[config.mk]
export PLATFORM = sky130hd
export DESIGN_NAME = tile_mem_arbiter
export DESIGN_NICKNAME = d
export VERILOG_FILES = /design/src/rtl/tile_mem_arbiter.sv
export SDC_FILE = /design/constraint.sdc
export NUM_CORES = 1
export LEC_CHECK = 0
export ABC_AREA = 1
export ABC_CLOCK_PERIOD_IN_PS = 2200
export CELL_PAD_IN_SITES_DETAIL_PLACEMENT = 1
export CELL_PAD_IN_SITES_GLOBAL_PLACEMENT = 1
export CORE_MARGIN = 3
export CORE_UTILIZATION = 32
export DETAILED_ROUTE_END_ITERATION = 6
export PLACE_DENSITY_LB_ADDON = 0.05
export SLEW_MARGIN = 20
export SYNTH_ARGS = -nofsm -noshare
export SYNTH_HDL_FRONTEND = slang
export SYNTH_SLANG_ARGS = --single-unit
export TNS_END_PERCENT = 50
[constraint.sdc]
create_clock -name CLOCK_50 -period 2.2 [get_ports CLOCK_50]
set_clock_uncertainty 0.1 [all_clocks]
set_input_delay 0.44 -clock CLOCK_50 [delete_from_list [all_inputs] [get_ports CLOCK_50]]
set_output_delay 0.44 -clock CLOCK_50 [all_outputs]
set_load 0.02 [all_outputs]
[src/rtl/tile_mem_arbiter.sv]
// Tile RAM port arbiter: video reads take absolute priority; two round-robin writers share the other cycles.
// Optional TILE_ARB_BLANK_WR_EN restricts writes to the blanking interval.
module tile_mem_arbiter #(
  parameter int unsigned MAP_W = 20,
  parameter int unsigned MAP_H = 15
) (
  input  logic       CLOCK_50,
  input  logic       KEY,
  input  logic       pixel_tick,
  input  logic       video_on,
  input  logic [9:0] pixel_x,
  input  logic [9:0] pixel_y,
  input  logic [1:0] w_req,
  input  logic [8:0] w_addr0,
  input  logic [8:0] w_addr1,
  input  logic [2:0] w_data0,
  input  logic [2:0] w_data1,
  output logic [1:0] w_gnt,
  output logic [8:0] mem_addr,
  output logic       mem_we,
  output logic [2:0] mem_wdata,
  input  logic [2:0] mem_rdata,
  output logic [2:0] tile_code,
  output logic       tile_valid,
  output logic [7:0] err_cnt
);

  localparam int unsigned AW       = 9;
  localparam int unsigned DW       = 3;
  localparam int unsigned EW       = 8;
  localparam int unsigned TILE_CNT = MAP_W * MAP_H;

  typedef enum logic [1:0] {
    SLOT_IDLE,
    SLOT_VRD,
    SLOT_WR
  } slot_t;

  slot_t           slot_c;
  logic            win_c;
  logic            wr_ok_c;
  logic            wr_window_c;
  logic [AW-1:0]   vrd_addr_c;
  logic [AW-1:0]   wr_addr_c;
  logic [DW-1:0]   wr_data_c;
  logic            last_gnt;
  logic            rd_pend;
  logic            unused_c;

  // Sub-tile pixel bits do not take part in addressing.
  assign unused_c = ^{pixel_x[4:0], pixel_y[4:0]};

  // Slot selection and round-robin winner for this cycle.
  always_comb begin
    slot_c      = SLOT_IDLE;
    win_c       = w_req[1];
`ifdef TILE_ARB_BLANK_WR_EN
    wr_window_c = ~video_on;
`else
    wr_window_c = 1'b1;
`endif
    vrd_addr_c  = AW'(pixel_y[9:5]) * AW'(MAP_W) + AW'(pixel_x[9:5]);
    if (w_req == 2'b11) begin
      win_c = ~last_gnt;
    end
    wr_addr_c = win_c ? w_addr1 : w_addr0;
    wr_data_c = win_c ? w_data1 : w_data0;
    wr_ok_c   = 32'(wr_addr_c) < TILE_CNT;
    if (pixel_tick && video_on) begin
      slot_c = SLOT_VRD;
    end else if ((w_req != 2'b00) && wr_window_c) begin
      slot_c = SLOT_WR;
    end
  end

  // Registered RAM command, grants, read return and error count.
  always_ff @(posedge CLOCK_50 or negedge KEY) begin
    if (!KEY) begin
      mem_addr   <= '0;
      mem_we     <= 1'b0;
      mem_wdata  <= '0;
      w_gnt      <= '0;
      tile_code  <= '0;
      tile_valid <= 1'b0;
      err_cnt    <= '0;
      last_gnt   <= 1'b1;
      rd_pend    <= 1'b0;
    end else begin
      w_gnt      <= '0;
      mem_we     <= 1'b0;
      rd_pend    <= 1'b0;
      tile_valid <= rd_pend;
      if (rd_pend) begin
        tile_code <= mem_rdata;
      end
      case (slot_c)
        SLOT_VRD: begin
          mem_addr <= vrd_addr_c;
          rd_pend  <= 1'b1;
        end
        SLOT_WR: begin
          w_gnt     <= win_c ? 2'b10 : 2'b01;
          last_gnt  <= win_c;
          mem_addr  <= wr_addr_c;
          mem_wdata <= wr_data_c;
          mem_we    <= wr_ok_c;
          // Out-of-range writes are granted but dropped and counted.
          if (!wr_ok_c && (err_cnt != {EW{1'b1}})) begin
            err_cnt <= err_cnt + EW'(1);
          end
        end
        default: ;
      endcase
    end
  end

endmodule

======== Word level (Yosys, flattened, before mapping) ========
Index checks and enable logic that the tools add are counted.
cells by class
  add/subtract/negate cells ............... 2
  $mul .................................... 1
  div/mod/pow operators ................... 0
  $lt $le $gt $ge ......................... 1
  equality and inequality tests ........... 4
  shift operators ......................... 0
  multiplexer cells ....................... 10
  bitwise logic cells ..................... 1
  reductions and logical operators ........ 6
operators with widths
  kind                   count
  $pmux W9 S2            1
  $add A9 B5 Y9          1
  $lt A9 B9 Y1 const B   1
  $mux W9                1
  $add A8 B1 Y8 const B  1
  $mux W2                4
  $ne A8 B8 Y1 const B   1
  $mul A5 B3 Y7 const B  1
  $eq A2 B2 Y1 const B   2
  $reduce_bool A2 Y1     2
  $mux W1                3
  $mux W3                1
  $eq A2 B1 Y1 const B   1
  $logic_and A1 B1 Y1    2
  $reduce_and A2 Y1      1
  $logic_not A1 Y1       1
  $not A1 Y1             1
storage, ports and cells
  flip-flop bits (word level) ............. 29
  bits in latches ......................... 0
  RAM bits ................................ 0
  bits in read-only memories .............. 0
  word-level logic and storage cells ...... 34
  memories ................................ 0

======== Logic depth before layout (Yosys ltp) ========
  depth in word-level cells ............... 7
  mapped depth ............................ 11
  mapped depth without buffers ............ 11

======== Worst setup path after synthesis ========
OpenSTA, ideal clock, no wires.
  path kind ............................... input to register
  start ................................... in pixel_y[6]
  end ..................................... reg mem_addr[8]
  setup time .............................. 121 ps
  arrival ................................. 1,949 ps
  required time ........................... 1,979 ps
  slack ................................... 30 ps
  stages on the path ...................... 9
  buffers on the path ..................... 0
  path through ............................ ha_1 ha_1 fa_1 nand2_1 inv_1 nand3_1 and2_1 o21bai_1 nand2_1
between the ends
  word-level cells in the longest chain between the ends .. 3
RTL lines
  what                  line  RTL
  from (decl)           12    input logic [9:0] pixel_y,
  $mul A5 B3 Y7         62    vrd_addr_c = AW'(pixel_y[9:5]) * AW'(MAP_W) + AW'(pixel_x[9:5]);
  $add A9 B5 Y9         62
  $pmux W9 S2           96    case (slot_c)
  to (signal assigned)  98    mem_addr <= vrd_addr_c;
  to (signal assigned)  104   mem_addr <= wr_addr_c;
  to (decl)             19    output logic [8:0] mem_addr,
No other way between the ends.
A chain may end at the register's enable or synchronous reset.

======== Worst setup path in the final report ========
  start ................................... in pixel_y[8]
  end ..................................... reg mem_addr[8]
The elaborated chain is that of the path after synthesis.

==> flow_metrics.tcl <==
set metrics [dict create \
    dp.cells 374 \
    cts_max_path_buffers 2 \
    timing.slew.headroom_pct 66.5 \
    grt_max_degree 30 \
    critPathTopFamily "adder cells" \
    cts_hold_buffers 0 \
    syn_nets 279 \
    drt-total-wl_mm 5.35 \
    max_freq_mhz 473 \
    fin_worst_setup_slack_ps 84.6 \
    tns_ps 0 \
    clkSlewWorstSetupHoldPaths_ps 60 \
    via_count 1817 \
    power.leakage_nw 1.34 \
    totalPowerFinal_mw 1.90 \
    antenna_found_initial 0 \
    gp_congestion 0.740 \
    clk_root_buffer_cell "sky130_fd_sc_hd__clkbuf_8" \
    instance_count_of_the_mapped_netlist 214 \
    die_area_sq_um 6450 \
    critPathRequiredTime_ps 2260 \
    core_area_sq_um 5240 \
    ant_nets 0 \
    final_min_period_over_clock_period_pct 96.2 \
    grt_pass1_vias 1885 \
    hpwl_reported_at_the_end_of_detailed_placement_mm 4.28 \
    pin_count 80 \
    postSynthRegisterBits 29 \
    cap_violations 0 \
    mostFrequentLayoutCells "sky130_fd_sc_hd__nand2_1 (69), sky130_fd_sc_hd__clkdlybuf4s50_1 (64), sky130_fd_sc_hd__dfrtp_1 (28), sky130_fd_sc_hd__buf_4 (25), sky130_fd_sc_hd__inv_1 (17)" \
    post_drt_via_cell_ratio 4.76 \
    cp_slowest_cell "sky130_fd_sc_hd__fa_1" \
    avgSynthCellArea_sq_um 8.26 \
    clk_latency_ps 280 \
    fin_area_sq_um 2850 \
    grt_usage_pct 17.4 \
    worst_pin_slew_ps 502 \
    endpoint_kind "flop" \
    start_util_pct 33.8 \
    worst_path_cell_chain "dlygate4sd2_1 > ha_4 > ha_4 > fa_1 > nand2_1 > inv_2 > nand3_2 > and2_4 > o21bai_1 > nand2_1" \
    dr.first_iter.drc_count 34 \
    cts-buffers-inserted 5 \
    vdd_ir_drop_max_mv 0.344 \
    post_route_cells_drive_above_1_share_pct 17.9 \
    htree_levels 2 \
    num-nets-final 377 \
    post-place-ws_ps -578 \
    layoutNonFillerInstCount 382 \
    io_buffer_count 69 \
    grt_overflow_total 0 \
    period_needed_ps 2120 \
    drt-pass1-iter-count 4 \
    timing.critical_path.fanout_max 2 \
    netlist_area_sq_um 1770 \
    crit_path_max_cell_delay_ps 500 \
    detailed_place.area_sq_um 2700 \
    layout.cells.most_common "sky130_fd_sc_hd__nand2_1" \
    die-width_um 80.3 \
    timing.setup.critical_path_class "input port to flop" \
    timing.critical_path.from_type "input port" \
    path_buf_inv 2 \
    cts_tree "yes" \
    route.detailed.drc 0 \
    hold_viol 0 \
    run_status "completed" \
    timing.critical_path.arrival_ps 2170 \
    cellPowerDensity_nw_per_um2 668 \
    global_route_wire_length_before_repair_mm 8.74 \
    synth_sequential_area_ratio_pct 41.1 \
    finalSetupViolations 0 \
    num_rows 26 \
    synth.top_cells.by_area "sky130_fd_sc_hd__dfrtp_1 (40%), sky130_fd_sc_hd__nand2_1 (15%), sky130_fd_sc_hd__ha_1 (7.1%), sky130_fd_sc_hd__inv_1 (3.8%), sky130_fd_sc_hd__nand3_1 (3.4%)" \
    yosysUniqueCellTypes 29 \
    synth_top_area_cell "sky130_fd_sc_hd__dfrtp_1" \
    area_delta_synth_final_pct 61.1 \
    timing_max_transition_violations_final 0 \
    yosysWarnings 0 \
    num_antenna_cells 0 \
    clkSinkCount 29 \
    grt_setup_unrepaired "false" \
    min_path_type "flop to flop" \
    die_height_um 80.3 \
    detail_route.wl_per_cell_um 14.0 \
    synth_top_cell_area_share_pct 39.6 \
]
-- where the power goes --
part           total, mW  internal [mW]  leakage, nW  switching [mW]
Clock              0.432          0.247       0.0443           0.184
Combinational      0.764          0.387        0.937           0.377
Sequential         0.708          0.622        0.358          0.0851
-- layer usage --
layer	vias up	part of all wire (%)	GRT usage, %
li1	899	-	-
met1	865	46	21.6
met2	49	49	31.0
met3	4	3.9	2.47
met4	0	0.82	5.07
met5	-	0	0
-- final cells by class --
type / count / area, sq um
Clock buffer: 7 / 86.3
Fill cell: 632 / 2390
Inverter: 19 / 71.3
Multi-Input combinational cell: 163 / 1000
Sequential cell: 29 / 727
Tap cell: 70 / 87.6
Timing Repair Buffer: 94 / 872
-- worst register-to-register path: stages, from the launching register on --
cell,delay (ps)
sky130_fd_sc_hd__dfstp_2,560
sky130_fd_sc_hd__nand2_2,70
sky130_fd_sc_hd__nand2_2,200
sky130_fd_sc_hd__nand2_1,80
sky130_fd_sc_hd__nand2_1,100
sky130_fd_sc_hd__nand2_1,70
sky130_fd_sc_hd__nand2_1,70
sky130_fd_sc_hd__nand2_2,60
sky130_fd_sc_hd__nand2_4,130
sky130_fd_sc_hd__nand3_4,140
sky130_fd_sc_hd__nand2_1,110
sky130_fd_sc_hd__nand2_1,50
-- cell families (layout without fill, tap and decap cells) --
family | count (synthesis) | in the layout | share of synthesized area (%)
and+or+nand+nor | 114 | 114 | 29.5
buffers and inverters | 22 | 120 | 5.59
muxes | 3 | 3 | 1.91
xor gates and xnor gates | 10 | 10 | 4.95
adders and majority gates | 12 | 12 | 9.34
DFF | 29 | 29 | 41.1
AOI/OAI and AO/OA | 24 | 24 | 7.57
-- state kept, by name (all words and copies together) (netlist names) --
signal and flops:
tile_valid 1, mem_addr 9, last_gnt 1, tile_code 3
w_gnt 2, mem_we 1, err_cnt 8, rd_pend 1
mem_wdata 3
-- synth_stat cells, drive strengths merged --
cell type and n:
o21ai 14, fa 2, nand3b 1, o211ai 2, nand2 76, ha 10
a21oi 5, xor2 5, and2 2, o21bai 1, nand3 13, nand4 10
dfstp 1, nor2 12, mux2 3, dfrtp 28, a31oi 2, clkinv 1
inv 18, buf 3, xnor2 5
-- worst paths after layout --
| path | cells after the start | to | startpoint | slack [ps] |
|---|---|---|---|---|
| worst max-delay path | 10 | mem_addr[8] | pixel_y[8] | 80 |
| worst min-delay path | 0 | tile_valid | rd_pend | 370 |
| worst max register to register | 11 | err_cnt[5] | last_gnt | 360 |
| worst min register to register | 0 | tile_valid | rd_pend | 370 |
| max in group asynchronous | 2 | last_gnt | KEY | 1230 |
| min in group asynchronous | 2 | tile_valid | KEY | 460 |
-- through the flow --
stage / util [%] / hold WS [ps]
global route: 54.4 / 404
CTS: 54.1 / 367
detailed placement: 51.5 / 355
floorplan: - / 44.4
global placement: 51.5 / 354
finish: 54.4 / 372
-- what timing repair did --
action	CTS	global route
setup buffers	1	0
resized for setup	14	4
gates cloned	0	0
pin swaps	4	2
setup endpoints to repair	3	2
No activity file was read; power rests on OpenSTA's default activity.
